## src/rtl/mseq_scheduler.sv

```systemverilog
// Run/period sequencer for the m-sequence generator: seed load, prescaled chip steps,
// chip and period counting, finite-burst or continuous operation.
module mseq_scheduler #(
  parameter int N       = 7,
  parameter int DIV_W   = 16,
  parameter int BURST_W = 8
) (
  input  logic               CLK_50MHZ,
  input  logic               RST_N,
  input  logic               start,
  input  logic               stop,
  input  logic [DIV_W-1:0]   div,
  input  logic [N-1:0]       seed,
  input  logic [BURST_W-1:0] bursts,
  output logic               gen_load,
  output logic [N-1:0]       gen_seed,
  output logic               gen_step,
  output logic               period_tick,
  output logic [N-1:0]       chip_idx,
  output logic               busy,
  output logic               done
);

  typedef enum logic [1:0] {IDLE, LOAD, RUN, DONE} state_e;

  // Index of the final chip in a period: 2^N-2.
  localparam logic [N-1:0] LAST_CHIP = {{(N-1){1'b1}}, 1'b0};

  state_e             state_q, state_d;
  logic [DIV_W-1:0]   div_q, div_d;
  logic [N-1:0]       seed_q, seed_d;
  logic [BURST_W-1:0] bursts_q, bursts_d;
  logic [DIV_W-1:0]   presc_q, presc_d;
  logic [N-1:0]       chip_q, chip_d;
  logic [BURST_W-1:0] pcnt_q, pcnt_d;

  logic step, last;

  assign step = (state_q == RUN) && (presc_q == div_q);
  assign last = (chip_q == LAST_CHIP);

  always_comb begin
    state_d  = state_q;
    div_d    = div_q;
    seed_d   = seed_q;
    bursts_d = bursts_q;
    presc_d  = presc_q;
    chip_d   = chip_q;
    pcnt_d   = pcnt_q;
    case (state_q)
      IDLE: begin
        if (start && !stop) begin
          state_d  = LOAD;
          div_d    = div;
          seed_d   = seed;
          bursts_d = bursts;
        end
      end
      LOAD: begin
        presc_d = '0;
        chip_d  = '0;
        pcnt_d  = '0;
        state_d = stop ? IDLE : RUN;
      end
      RUN: begin
        presc_d = step ? '0 : presc_q + 1'b1;
        if (step) begin
          chip_d = last ? '0 : chip_q + 1'b1;
          // Saturate so continuous runs never wrap back to a small count.
          if (last && (pcnt_q != '1))
            pcnt_d = pcnt_q + 1'b1;
          if (last && (bursts_q != '0) && (BURST_W'(pcnt_q + 1'b1) == bursts_q))
            state_d = DONE;
        end
        if (stop)
          state_d = IDLE;
      end
      DONE:    state_d = IDLE;
      default: state_d = IDLE;
    endcase
  end

  always_ff @(posedge CLK_50MHZ or negedge RST_N) begin
    if (!RST_N) begin
      state_q  <= IDLE;
      div_q    <= '0;
      seed_q   <= '0;
      bursts_q <= '0;
      presc_q  <= '0;
      chip_q   <= '0;
      pcnt_q   <= '0;
    end else begin
      state_q  <= state_d;
      div_q    <= div_d;
      seed_q   <= seed_d;
      bursts_q <= bursts_d;
      presc_q  <= presc_d;
      chip_q   <= chip_d;
      pcnt_q   <= pcnt_d;
    end
  end

  // All outputs are pure decodes of flops; a zero seed would lock the LFSR, so substitute 1.
  assign gen_load    = (state_q == LOAD);
  assign gen_seed    = !gen_load ? '0 : ((seed_q == '0) ? N'(1) : seed_q);
  assign gen_step    = step;
  assign period_tick = step && last;
  assign chip_idx    = chip_q;
  assign busy        = (state_q == LOAD) || (state_q == RUN);
  assign done        = (state_q == DONE);

endmodule

```

## config.mk

```make
export PLATFORM = sky130hd
export DESIGN_NAME = mseq_scheduler
export DESIGN_NICKNAME = d
export VERILOG_FILES = /design/src/rtl/mseq_scheduler.sv
export SDC_FILE = /design/constraint.sdc
export NUM_CORES = 1
export LEC_CHECK = 0
export CORE_ASPECT_RATIO = 2
export CORE_MARGIN = 10
export CORE_UTILIZATION = 40
export CTS_CLUSTER_SIZE = 25
export DETAILED_ROUTE_END_ITERATION = 12
export DONT_BUFFER_PORTS = 1
export PLACE_DENSITY = 0.5
export REMOVE_ABC_BUFFERS = 1
export SYNTH_ARGS = -nofsm -noshare
export SYNTH_HDL_FRONTEND = slang
export SYNTH_SLANG_ARGS = --single-unit
```

## constraint.sdc

```tcl
create_clock -name CLK_50MHZ -period 3.65 [get_ports CLK_50MHZ]
set_input_delay 0.1825 -clock CLK_50MHZ [delete_from_list [all_inputs] [get_ports CLK_50MHZ]]
set_output_delay 0.1825 -clock CLK_50MHZ [all_outputs]
set_load 0.05 [all_outputs]
```

==> summary.txt, run 1 <==
Clock tree
  – Longest Clk Path Bufs: 2
  – Num CTS Buffers: 9
  – Clock sinks: 64
  – Clk root buf: clkbuf_16
  – Clk pin slew, worst setup/hold paths: 0.06 ns
  – Setup bufs post-CTS: 0
  – Cts hold-fix bufs: 33
  – CTS tree: built
  – H-tree depth: 3
  – Later-pin clock latency in the skew report: ~0.34 ns
  – Post-CTS Resized: 0

Logic synthesis
  – Ys flop type: dfrtp_1
  – Sequential share of the synthesized area: approximately 45%
  – Ys async rst share: 100.0%
  – Post-synth top area cell: dfrtp_1
  – Synth warnings: 0
  – Post-synth cell types: between 50 and 60
  – Post-Syn Area: roughly 0.0036 sq mm
  – Post-Syn Instances: between 300 and 400
  – Most area-consuming cells after synthesis: dfrtp_1 (45%), mux2_2 (10%), xnor2_1 (5.4%)
  – Syn avg cell area: 10.53 sq um
  – Yosys reg bits: 64
  – Synth top area share: 44.99%
  – Post-synth EDFFs: 0

Cells and area
  – Final core occ: roughly half
  – # diodes: 0
  – Most common cell after layout, fill and taps aside: dfrtp_1
  – Nets@finish: about 420
  – Ratio of cells with drive above 1 in the final layout: 17.37%
  – Filler cells: approximately 830
  – P&R area growth vs syn: 22.71%
  – Most frequent cells in the layout: dfrtp_1 (64), mux2_2 (32), nand2_1 (32), dlygate4sd3_1 (32), o21ai_0 (23)
  – Fin area: around 0.0044 sq mm

Timing
  – Fmax: roughly 370 MHz
  – Slew Limit Fails: 0
  – Final period util: about three quarters
  – Worst Max-Slew Pin Slew: 0.7726 ns
  – Final setup margin: around 0.97 ns
  – Unrepaired setup endpoints after global routing: no
  – Setup TNS: 0 ns
  – Fin Hold WS: between 0.05 and 0.06 ns
  – Final clock skew: roughly 0.0054 ns
  – Final Hold Viols: 0
  – Final setup vio count: 0
  – Rel. slew slack: about half
  – Min Tclk post-route: about 2.7 ns

Global routing
  – Largest net degree at the start of global routing: 65
  – First-pass GRT wire length: 14720 um
  – Initial antenna violation count: 0
  – GRT Total Usage: about 14%
  – Gr ovfl total: 0
  – Vias in the first global route: around 2900

Floorplan
  – Die Span Y: about 150 um
  – Row count: between 40 and 50
  – Die area: approximately 0.013 sq mm
  – Initial Util: around two fifths
  – Io pins: 54
  – Die X: between 80 and 90 um
  – Area of the core: between 0.008 and 0.009 sq mm

Placement
  – # port buffers: 0
  – Final HPWL DP: between 6000 and 7000 um
  – Setup WS pre-CTS: between 1 and 1.5 ns
  – Gpl congestion: 0.7951
  – Placed instance area: between 0.003 and 0.004 sq mm

Power
  – Lkg Pwr: around 1.8 nW
  – Reg power frac: between 30% and 40%
  – Clock Power Share: about a third
  – VDD IR-drop max: ~0.00038 V
  – PD cells: ~740 mW/mm^2
  – Psw: roughly 1.2 mW
  – Switching share of power: between 30% and 40%
  – Combinational share of power: about a third
  – Pint: about 2 mW

Job
  – Max-cap violations: 0

Drt
  – Drt via density: between 5 and 6
  – Drt drc: 0
  – Vias: approximately 2700
  – Drt pass-1 iters: 5
  – Initial DRC Count: 95
  – Routed WL per cell: about 18 um
  – Post-detailed-route count of antenna-violating nets: 0
  – Post-Route WL: 8748 um

Status
  – Status: complete, no violations

Worst setup path
  – Setup crit start: presc_q[1]
  – FF-to-FF path depth: 6
  – WS Path Type: reg -> out
  – Critical Path End Type: output port
  – RR Startpoint: presc_q[1]
  – CP required: 3.47 ns
  – Critical Path Fanout Max: 10
  – WP data arrival: around 2.5 ns
  – Worst setup SP type: flip-flop

Hold path
  – Worst Hold Depth: 3
  – Hold path start: stop
  – Hold Path Class: in -> reg
-- path summary, 6_finish.rpt --
check                      slack, ns          end
min in group asynchronous       0.35     div_q[9]
hold reg to reg                 0.52    seed_q[0]
setup / recovery                0.97  period_tick
setup reg to reg                1.17   state_q[1]
max in group asynchronous       2.98  chip_idx[4]
hold / removal                  0.06   state_q[1]
-- area by class of cell --
class                           instances  area (sq um)  area share (%)
Clock buffer                           10         239.0           5.471
Clock inverter                          6         116.4           2.664
Inverter                                9         33.78          0.7734
Multi-Input combinational cell        253          1867           42.74
Sequential cell                        64          1602           36.67
Tap cell                              100         125.1           2.865
Timing Repair Buffer                   38         385.4           8.823
-- cells in the mapped netlist, drive strengths merged, types with 8 or more instances --
cell	count
dfrtp	64
nand2	33
mux2	32
o21ai	23
xnor2	23
nor2	17
and3	11
nand3	11
xor2	11
and2	10
ha	9
inv	9
a22o	8
nand4	8
-- critical path, stage by stage (launching register included) --
cell	delay, ns
dfrtp_1	0.41
xnor2_1	0.24
nand4_1	0.20
or4_1	0.80
nor3_1	0.27
buf_4	0.23
-- layer usage --
metal  part of all wire [%]  GRT usage, %
met4                    2.8         7.215
met1                     35         14.04
met2                     58         25.23
met3                    4.8         3.619
met5                      0             0
-- per-stage QoR --
stage | total power [mW] | std cells
after floorplan | 1.941 | 326
after global placement | 2.183 | 431
after detailed placement | 2.194 | 431
after CTS | 3.277 | 480
after global routing | 3.419 | 480
final | 3.225 | 480
-- cells by family (layout without fill, tap and decap cells) --
logic type | Yosys count | after routing | share of synthesized area, %
and+or+nand+nor | 119 | 119 | 18.35
AOI/OAI and AO/OA | 56 | 56 | 11.39
buffers and inverters | 21 | 63 | 2.566
muxes | 35 | 35 | 10.97
xor gates and xnor gates | 34 | 34 | 8.576
DFF | 64 | 64 | 44.99
adders and majority gates | 9 | 9 | 3.164
-- power groups by stage --
stage	Clock [mW]	Combinational (mW)	Sequential (mW)
global route	1.07	1.24	1.11
floorplan	0	0.912	1.03
finish	1.02	1.13	1.07
CTS	1.04	1.15	1.08
detailed placement	0	1.10	1.09
global placement	0	1.09	1.09
-- sequential cells by signal, indices dropped and copies added, names as in the netlist --
signal,count
bursts_q,8
seed_q,7
state_q,2
pcnt_q,8
div_q,16
chip_idx,7
presc_q,16
Power figures use the tool's default switching activity.
==> inputs of run 2 (changes only) <==
--- a/config.mk
+++ b/config.mk
@@ -11,7 +11,7 @@
 export CTS_CLUSTER_SIZE = 25
 export DETAILED_ROUTE_END_ITERATION = 12
 export DONT_BUFFER_PORTS = 1
-export PLACE_DENSITY = 0.5
+export PLACE_DENSITY = 0.52
 export REMOVE_ABC_BUFFERS = 1
 export SYNTH_ARGS = -nofsm -noshare
 export SYNTH_HDL_FRONTEND = slang
==> constraint.sdc (replaced) <==
create_clock -name CLK_50MHZ -period 2.25 [get_ports CLK_50MHZ]
set_input_delay 0.1125 -clock CLK_50MHZ [delete_from_list [all_inputs] [get_ports CLK_50MHZ]]
set_output_delay 0.1125 -clock CLK_50MHZ [all_outputs]
set_load 0.05 [all_outputs]
==> run 2 against run 1 <==
Final cell count up 8.1%. Sequential power grew 63%. Routed wire length grew 3.9%.
==> summary.txt, run 2 (synthesized netlist as in run 1, its figures left out) <==
Clock tree
  – Clk pin slew, worst setup/hold paths: 0.06 ns (about the same)
  – CTS tree: built (unchanged)
  – Clock sinks: 64 (unchanged)
  – Longest Clk Path Bufs: 2 (unchanged)
  – Later-pin clock latency in the skew report: 0.34 ns (about the same)
  – Num CTS Buffers: 9 (unchanged)
  – Clk root buf: clkbuf_16 (unchanged)
  – H-tree depth: 3 (unchanged)

Timing
  – Setup TNS: 0 ns (unchanged)
  – Fin Hold WS: 0.1394 ns (was 0.05986 ns)
  – Final clock skew: 0.004895 ns (was 0.005400 ns)
  – Fmax: 458.1 MHz
  – Final Hold Viols: 0 (unchanged)
  – Worst Max-Slew Pin Slew: 0.5238 ns (was 0.7726 ns)
  – Final setup margin: 0.06685 ns (was 0.9697 ns)
  – Final setup vio count: 0 (unchanged)
  – Slew Limit Fails: 0 (unchanged)
  – Final period util: between 90% and 100%
  – Min Tclk post-route: roughly 2.2 ns
  – Unrepaired setup endpoints after global routing: yes (was no)
  – Rel. slew slack: 65.17% (was 48.49%)

Worst setup path
  – Worst setup SP type: flip-flop (unchanged)
  – Critical Path End Type: output port (unchanged)
  – Crit path cell chain: xnor2_2 -> nand4_1 -> or4_4 -> nor3_4 -> buf_6 (was xnor2_1 -> nand4_1 -> or4_1 -> nor3_1 -> buf_4)
  – Critical Path Fanout Max: 6 (was 10)
  – WP data arrival: 2.07 ns (was 2.50 ns)
  – WS Path Type: reg -> out (unchanged)
  – CP required: 2.14 ns (was 3.47 ns)
  – Critical Path Slowest Stage Cell: or4_4 (was or4_1)
  – Crit path largest cell delay: 0.64 ns (was 0.80 ns)

Global routing
  – Busiest grt layer: met2 (unchanged)
  – Vias in the first global route: 2978 (was 2880)
  – Met2 usage: 26.96% (was 25.23%)
  – Largest net degree at the start of global routing: 65 (unchanged)
  – Met1 usage: 13.03% (was 14.04%)
  – First-pass GRT wire length: 14910 um (was 14720 um)
  – Met3 Track Usage GR: 4.790% (was 3.619%)
  – Gr ovfl total: 0 (unchanged)
  – Initial antenna violation count: 0 (unchanged)
  – GRT Total Usage: 14.31% (was 14.03%)

Power
  – PD cells: 1154 mW/mm^2 (was 738.3 mW/mm^2)
  – Reg power frac: 31.7% (was 33.3%)
  – Combinational share of power: 38.3% (was 35.1%)
  – Pint: 3.487 mW (was 2.022 mW)
  – Lkg Pwr: 2.077 nW (was 1.834 nW)
  – Tot Pwr: 5.507 mW (was 3.225 mW)
  – Psw: 2.021 mW (was 1.203 mW)
  – Clock Power Share: 30.0% (was 31.6%)
  – Switching share of power: 36.69% (was 37.32%)
  – VDD IR-drop max: 0.0006235 V (was 0.0003761 V)

Floorplan
  – Die area: 0.01330 sq mm (unchanged)
  – Die X: 86.71 um (unchanged)
  – Io pins: 54 (unchanged)
  – Die Span Y: 153.4 um (unchanged)
  – Initial Util: 41.16% (unchanged)
  – Row count: 48 (unchanged)
  – Area of the core: 0.008648 sq mm (unchanged)

Drt
  – Routed WL per cell: 17.51 um (was 18.23 um)
  – Initial DRC Count: 140 (was 95)
  – Vias: 2762 (was 2688)
  – Drt pass-1 iters: 4 (was 5)
  – Drt drc: 0 (unchanged)
  – Post-Route WL: 9086 um (was 8748 um)
  – Post-detailed-route count of antenna-violating nets: 0 (unchanged)
  – Drt via density: 5.322 (was 5.600)

Placement
  – Setup WS pre-CTS: -0.01154 ns (was 1.166 ns)
  – Dpl cells: 465 (was 431)
  – Final HPWL DP: 6695 um (was 6501 um)
  – Gpl congestion: 0.7919 (was 0.7951)
  – Placed instance area: 0.003933 sq mm (was 0.003665 sq mm)
  – # port buffers: 0 (unchanged)

Cells and area
  – Final core occ: 55.19% (was 50.51%)
  – Nets@finish: 458 (was 419)
  – Ratio of cells with drive above 1 in the final layout: 27.92% (was 17.37%)
  – Most frequent cells in the layout: dfrtp_1 (64), buf_4 (37), dlygate4sd3_1 (33), mux2_2 (32), nand2_1 (32) (was dfrtp_1 (64), mux2_2 (32), nand2_1 (32), dlygate4sd3_1 (32), o21ai_0 (23))
  – Fin cells: 519 (was 480)
  – # diodes: 0 (unchanged)
  – Biggest regs: div_q x16, presc_q x16 (unchanged)
  – Seq. cell area: 0.001602 sq mm (unchanged)
  – Filler cells: 781 (was 826)
  – Fin area: 0.004773 sq mm (was 0.004368 sq mm)
  – Area of the multi-input gates: 0.001947 sq mm (was 0.001867 sq mm)
  – P&R area growth vs syn: 34.09% (was 22.71%)
  – Most common cell after layout, fill and taps aside: dfrtp_1 (unchanged)

Job
  – Max-cap violations: 0 (unchanged)

Status
  – Status: complete, no violations (unchanged)

Hold path
  – Hold Path Class: in -> reg (unchanged)
==> run 2: cell type report <==
type                    instances  area share (%)
multi-input cells             253           40.79
flip-flops and latches         64           33.55
repair buffers                 77           14.91
clock buffers                  10           5.007
well taps                     100           2.621
clock inverters                 6           2.412
inverters                       9          0.7077
==> run 2: worst max-delay path: cells and delay by family, from the launching register on <==
family | cells | cell delay (ns)
xor+xnor | 1 | 0.20
buf+inv | 1 | 0.18
flops | 1 | 0.40
simple gates | 3 | 0.94
==> run 2: what timing repair did <==
item | 4_1_cts | 5_1_grt
gates resized for setup | 11 | 13
hold endpoints to repair | 96 | 0
hold buffers | 34 | 0
pin swaps | 9 | 12
setup endpoints to repair | 3 | 27
buffers inserted | 5 | 2
==> run 2: final timing paths <==
path	to	start	depth (start not counted)	slack [ns]
max reg2reg	chip_idx[3]	presc_q[2]	7	0.08
min reg2reg	seed_q[0]	seed_q[0]	1	0.51
max in group asynchronous	seed_q[2]	RST_N	2	1.65
min	state_q[0]	stop	3	0.14
max	period_tick	presc_q[2]	5	0.07
min in group asynchronous	div_q[13]	RST_N	2	0.32
==> run 2: routing by layer <==
metal,part of all wire (%),wire length [um],vias up
met3,4.6,417,16
met2,58,5314,40
met1,34,3120,1336
met5,0,0,-
met4,2.6,234,0
li1,-,-,1370
==> run 2: power groups by stage <==
stage / Combinational, mW / Clock [mW] / Sequential (mW)
4_1_cts: 2.12 / 1.69 / 1.75
3_5_place_dp: 1.99 / 0 / 1.77
6_report: 2.11 / 1.65 / 1.74
5_1_grt: 2.29 / 1.74 / 1.79
3_3_place_gp: 1.97 / 0 / 1.76
2_1_floorplan: 1.48 / 0 / 1.67
==> inputs of run 3 (changes only) <==
--- a/config.mk
+++ b/config.mk
@@ -5,13 +5,16 @@
 export SDC_FILE = /design/constraint.sdc
 export NUM_CORES = 1
 export LEC_CHECK = 0
+export ABC_AREA = 1
+export CELL_PAD_IN_SITES_DETAIL_PLACEMENT = 1
+export CELL_PAD_IN_SITES_GLOBAL_PLACEMENT = 1
 export CORE_ASPECT_RATIO = 2
 export CORE_MARGIN = 10
 export CORE_UTILIZATION = 40
 export CTS_CLUSTER_SIZE = 25
 export DETAILED_ROUTE_END_ITERATION = 12
 export DONT_BUFFER_PORTS = 1
-export PLACE_DENSITY = 0.52
+export PLACE_DENSITY = 0.67
 export REMOVE_ABC_BUFFERS = 1
 export SYNTH_ARGS = -nofsm -noshare
 export SYNTH_HDL_FRONTEND = slang
==> run 3 against run 2 <==
First-iteration DRC count is 1.4% lower. Clock skew is 0.0014 ns lower. Non-clock buffer count is 29 lower. Largest power group unchanged. Critical path type unchanged.
==> summary.txt, run 3 <==
Drt
  – Post-Route WL: 9783 um (was 9086 um)
  – Drt via density: 5.172 (was 5.322)
  – Routed WL per cell: 16.81 um (was 17.51 um)
  – Vias: 3010 (was 2762)
  – Initial DRC Count: 138 (was 140)
  – Drt drc: 0 (unchanged)
  – Post-detailed-route count of antenna-violating nets: 0 (unchanged)
  – Drt pass-1 iters: 4 (unchanged)

Worst setup path
  – FF-to-FF path depth: 8 (was 7)
  – Critical Path End Type: output port (unchanged)
  – CP required: 2.14 ns (about the same)
  – Crit path cell chain: inv_1 -> ha_1 -> nand3_1 -> inv_1 (was xnor2_2 -> nand4_1 -> or4_4 -> nor3_4 -> buf_6)
  – Crit path max-delay family: adder cells (was simple AND/OR/NAND/NOR gates)
  – Crit path largest cell delay: 0.51 ns (was 0.64 ns)
  – Reg2reg end: presc_q[9] (was chip_idx[3])
  – Critical Path Fanout Max: 13 (was 6)
  – WS Path Type: reg -> out (unchanged)
  – WP data arrival: 1.98 ns (was 2.07 ns)
  – CP dominant cell by count: inv_1
  – RR Startpoint: state_q[1] (was presc_q[2])
  – Worst setup SP type: flip-flop (unchanged)
  – Critical Path Slowest Stage Cell: ha_1 (was or4_4)
  – R2R Setup Slk: 0.28 ns (was 0.08 ns)
  – Buffer and inverter count on the worst path: 2 (was 1)

Timing
  – Final setup margin: 0.1564 ns (was 0.06685 ns)
  – Final setup vio count: 0 (unchanged)
  – Rel. slew slack: 61.35% (was 65.17%)
  – Fmax: 477.7 MHz (was 458.1 MHz)
  – Min Tclk post-route: 2.094 ns (was 2.183 ns)
  – Final period util: 93.05% (was 97.03%)
  – Unrepaired setup endpoints after global routing: no (was yes)
  – Slew Limit Fails: 0 (unchanged)
  – Final clock skew: 0.003525 ns (was 0.004895 ns)
  – Setup TNS: 0 ns (unchanged)
  – Fin Hold WS: 0.1019 ns (was 0.1394 ns)
  – Final Hold Viols: 0 (unchanged)
  – Worst Max-Slew Pin Slew: 0.5812 ns (was 0.5238 ns)

Clock tree
  – Num CTS Buffers: 9 (unchanged)
  – Clk root buf: clkbuf_16 (unchanged)
  – Clk pin slew, worst setup/hold paths: 0.05 ns (was 0.06 ns)
  – Longest Clk Path Bufs: 2 (unchanged)
  – CTS tree: built (unchanged)
  – Post-CTS Resized: 0 (was 11)
  – H-tree depth: 3 (unchanged)
  – Later-pin clock latency in the skew report: 0.32 ns (was 0.34 ns)
  – Clock sinks: 64 (unchanged)

Logic synthesis
  – Synth top area share: 44.77% (was 44.99%)
  – Ys flop type: dfrtp_1 (unchanged)
  – Most area-consuming cells after synthesis: dfrtp_1 (45%), nand2_1 (10%), mux2_2 (6.0%) (was dfrtp_1 (45%), mux2_2 (10%), xnor2_1 (5.4%))
  – Syn avg cell area: 8.358 sq um (was 10.53 sq um)
  – Post-synth cell types: 33 (was 53)
  – Ys async rst share: 100.0% (unchanged)
  – Post-Syn Instances: 428 (was 338)
  – Post-synth top area cell: dfrtp_1 (unchanged)
  – Sequential share of the synthesized area: 44.77% (was 44.99%)
  – Ranking of synthesized cells by instance count: nand2_1 (97), dfrtp_1 (64), nor2_1 (55), inv_1 (47), nand3_1 (33) (was dfrtp_1 (64), mux2_2 (32), nand2_1 (32), o21ai_0 (23), xnor2_1 (22))
  – Post-synth EDFFs: 0 (unchanged)
  – Post-Syn Area: 0.003577 sq mm (was 0.003560 sq mm)
  – Count leader, synth: nand2_1 (was dfrtp_1)
  – Synth warnings: 0 (unchanged)
  – Yosys reg bits: 64 (unchanged)

Floorplan
  – Area of the core: 0.008708 sq mm (was 0.008648 sq mm)
  – Die area: 0.01336 sq mm (was 0.01330 sq mm)
  – Die Span Y: 153.7 um (was 153.4 um)
  – Initial Util: 41.08% (was 41.16%)
  – Row count: 48 (unchanged)
  – Io pins: 54 (unchanged)
  – Die X: 86.87 um (was 86.71 um)

Job
  – Max-cap violations: 0 (unchanged)

Power
  – VDD IR-drop max: 0.0007879 V (was 0.0006235 V)
  – Lkg Pwr: 2.086 nW (was 2.077 nW)
  – PD cells: 1184 mW/mm^2 (was 1154 mW/mm^2)

Cells and area
  – Filler cells: 1019 (was 781)
  – Final core occ: 51.19% (was 55.19%)
  – Nets@finish: 521 (was 458)
  – Seq. cell area: 0.001602 sq mm (unchanged)
  – Biggest regs: div_q x16, presc_q x16 (unchanged)
  – Most common cell after layout, fill and taps aside: nand2_1 (was dfrtp_1)
  – Fin cells: 582 (was 519)
  – Area of the multi-input gates: 0.001727 sq mm (was 0.001947 sq mm)
  – # diodes: 0 (unchanged)
  – Ratio of cells with drive above 1 in the final layout: 15.56% (was 27.92%)
  – Most frequent cells in the layout: nand2_1 (97), dfrtp_1 (64), nor2_1 (55), inv_1 (47), dlygate4sd3_1 (33) (was dfrtp_1 (64), buf_4 (37), dlygate4sd3_1 (33), mux2_2 (32), nand2_1 (32))
  – P&R area growth vs syn: 24.62% (was 34.09%)

Global routing
  – Vias in the first global route: 3394 (was 2978)
  – Gr ovfl total: 0 (unchanged)
  – Largest net degree at the start of global routing: 65 (unchanged)
  – GRT Total Usage: 15.91% (was 14.31%)
  – Initial antenna violation count: 0 (unchanged)
  – First-pass GRT wire length: 17030 um (was 14910 um)

Hold path
  – Hold path start: stop (unchanged)
  – Worst Hold Depth: 4 (was 3)
  – Hold Path Sink: state_q[0] (unchanged)
  – Hold Path Class: in -> reg (unchanged)

Status
  – Status: complete, no violations (unchanged)

Placement
  – Dpl cells: 532 (was 465)
  – Setup WS pre-CTS: 0.2765 ns (was -0.01154 ns)
  – Gpl congestion: 0.8685 (was 0.7919)
  – # port buffers: 0 (unchanged)
  – Final HPWL DP: 7420 um (was 6695 um)
==> run 3: kinds of logic (layout without fill, tap and decap cells) <==
family	Yosys count	in the layout	share of synthesized area, %
AOI/OAI and AO/OA	43	43	7.311
xor gates and xnor gates	21	21	5.142
adders and majority gates	9	9	3.148
buffers and inverters	59	113	7.100
DFF	64	64	44.77
muxes	19	19	5.981
and+or+nand+nor	213	213	26.55
==> run 3: where the power goes <==
group / total [mW] / internal [mW] / switching [mW]
combinational: 1.96 / 0.600 / 1.36
sequential: 1.68 / 1.47 / 0.212
clock: 1.64 / 1.14 / 0.496
total: 5.28 / 3.21 / 2.07
==> run 3: timing repair <==
action | CTS | global route
endpoints found under the hold margin | 96 | 0
hold buffers | 34 | 0
setup buffers | 0 | 0
==> run 3: area by class of cell <==
type / instances / area share [%]
repair buffers: 48 / 10.38
inverters: 49 / 4.182
well taps: 100 / 2.807
flip-flops and latches: 64 / 35.92
multi-input cells: 305 / 38.73
clock inverters: 5 / 2.301
clock buffers: 11 / 5.669
==> run 3: how the worst max path moves through the flow <==
| stage | slack, ns | startpoint | cells past startpoint | end |
|---|---|---|---|---|
| after floorplan | 0.003 | state_q[0] | 8 | presc_q[9] |
| after global placement | 0.28 | state_q[1] | 8 | presc_q[9] |
| after detailed placement | 0.28 | state_q[1] | 8 | presc_q[9] |
| after CTS | 0.13 | state_q[0] | 4 | gen_step |
| after global routing | 0.03 | state_q[0] | 4 | gen_step |
| final | 0.16 | state_q[0] | 4 | gen_step |
==> run 3: tightest hold or removal path, stage by stage <==
cell and delay [ns]:
nor2_1 0.03, nand2_1 0.10, nand3_1 0.08, nand2_1 0.07
==> run 3: through the flow <==
| stage | cell area, sq um | total power [mW] |
|---|---|---|
| after global placement | 3745 | 3.555 |
| after floorplan | 3510 | 3.114 |
| after global routing | 4458 | 5.641 |
| after CTS | 4458 | 5.355 |
| final | 4458 | 5.279 |
| after detailed placement | 3745 | 3.607 |
==> run 3: per-layer routing <==
metal	GRT usage (%)	share of wire [%]
met5	0	0
met1	15.29	34
met2	30.38	60
met3	3.439	3.2
met4	6.672	2.5
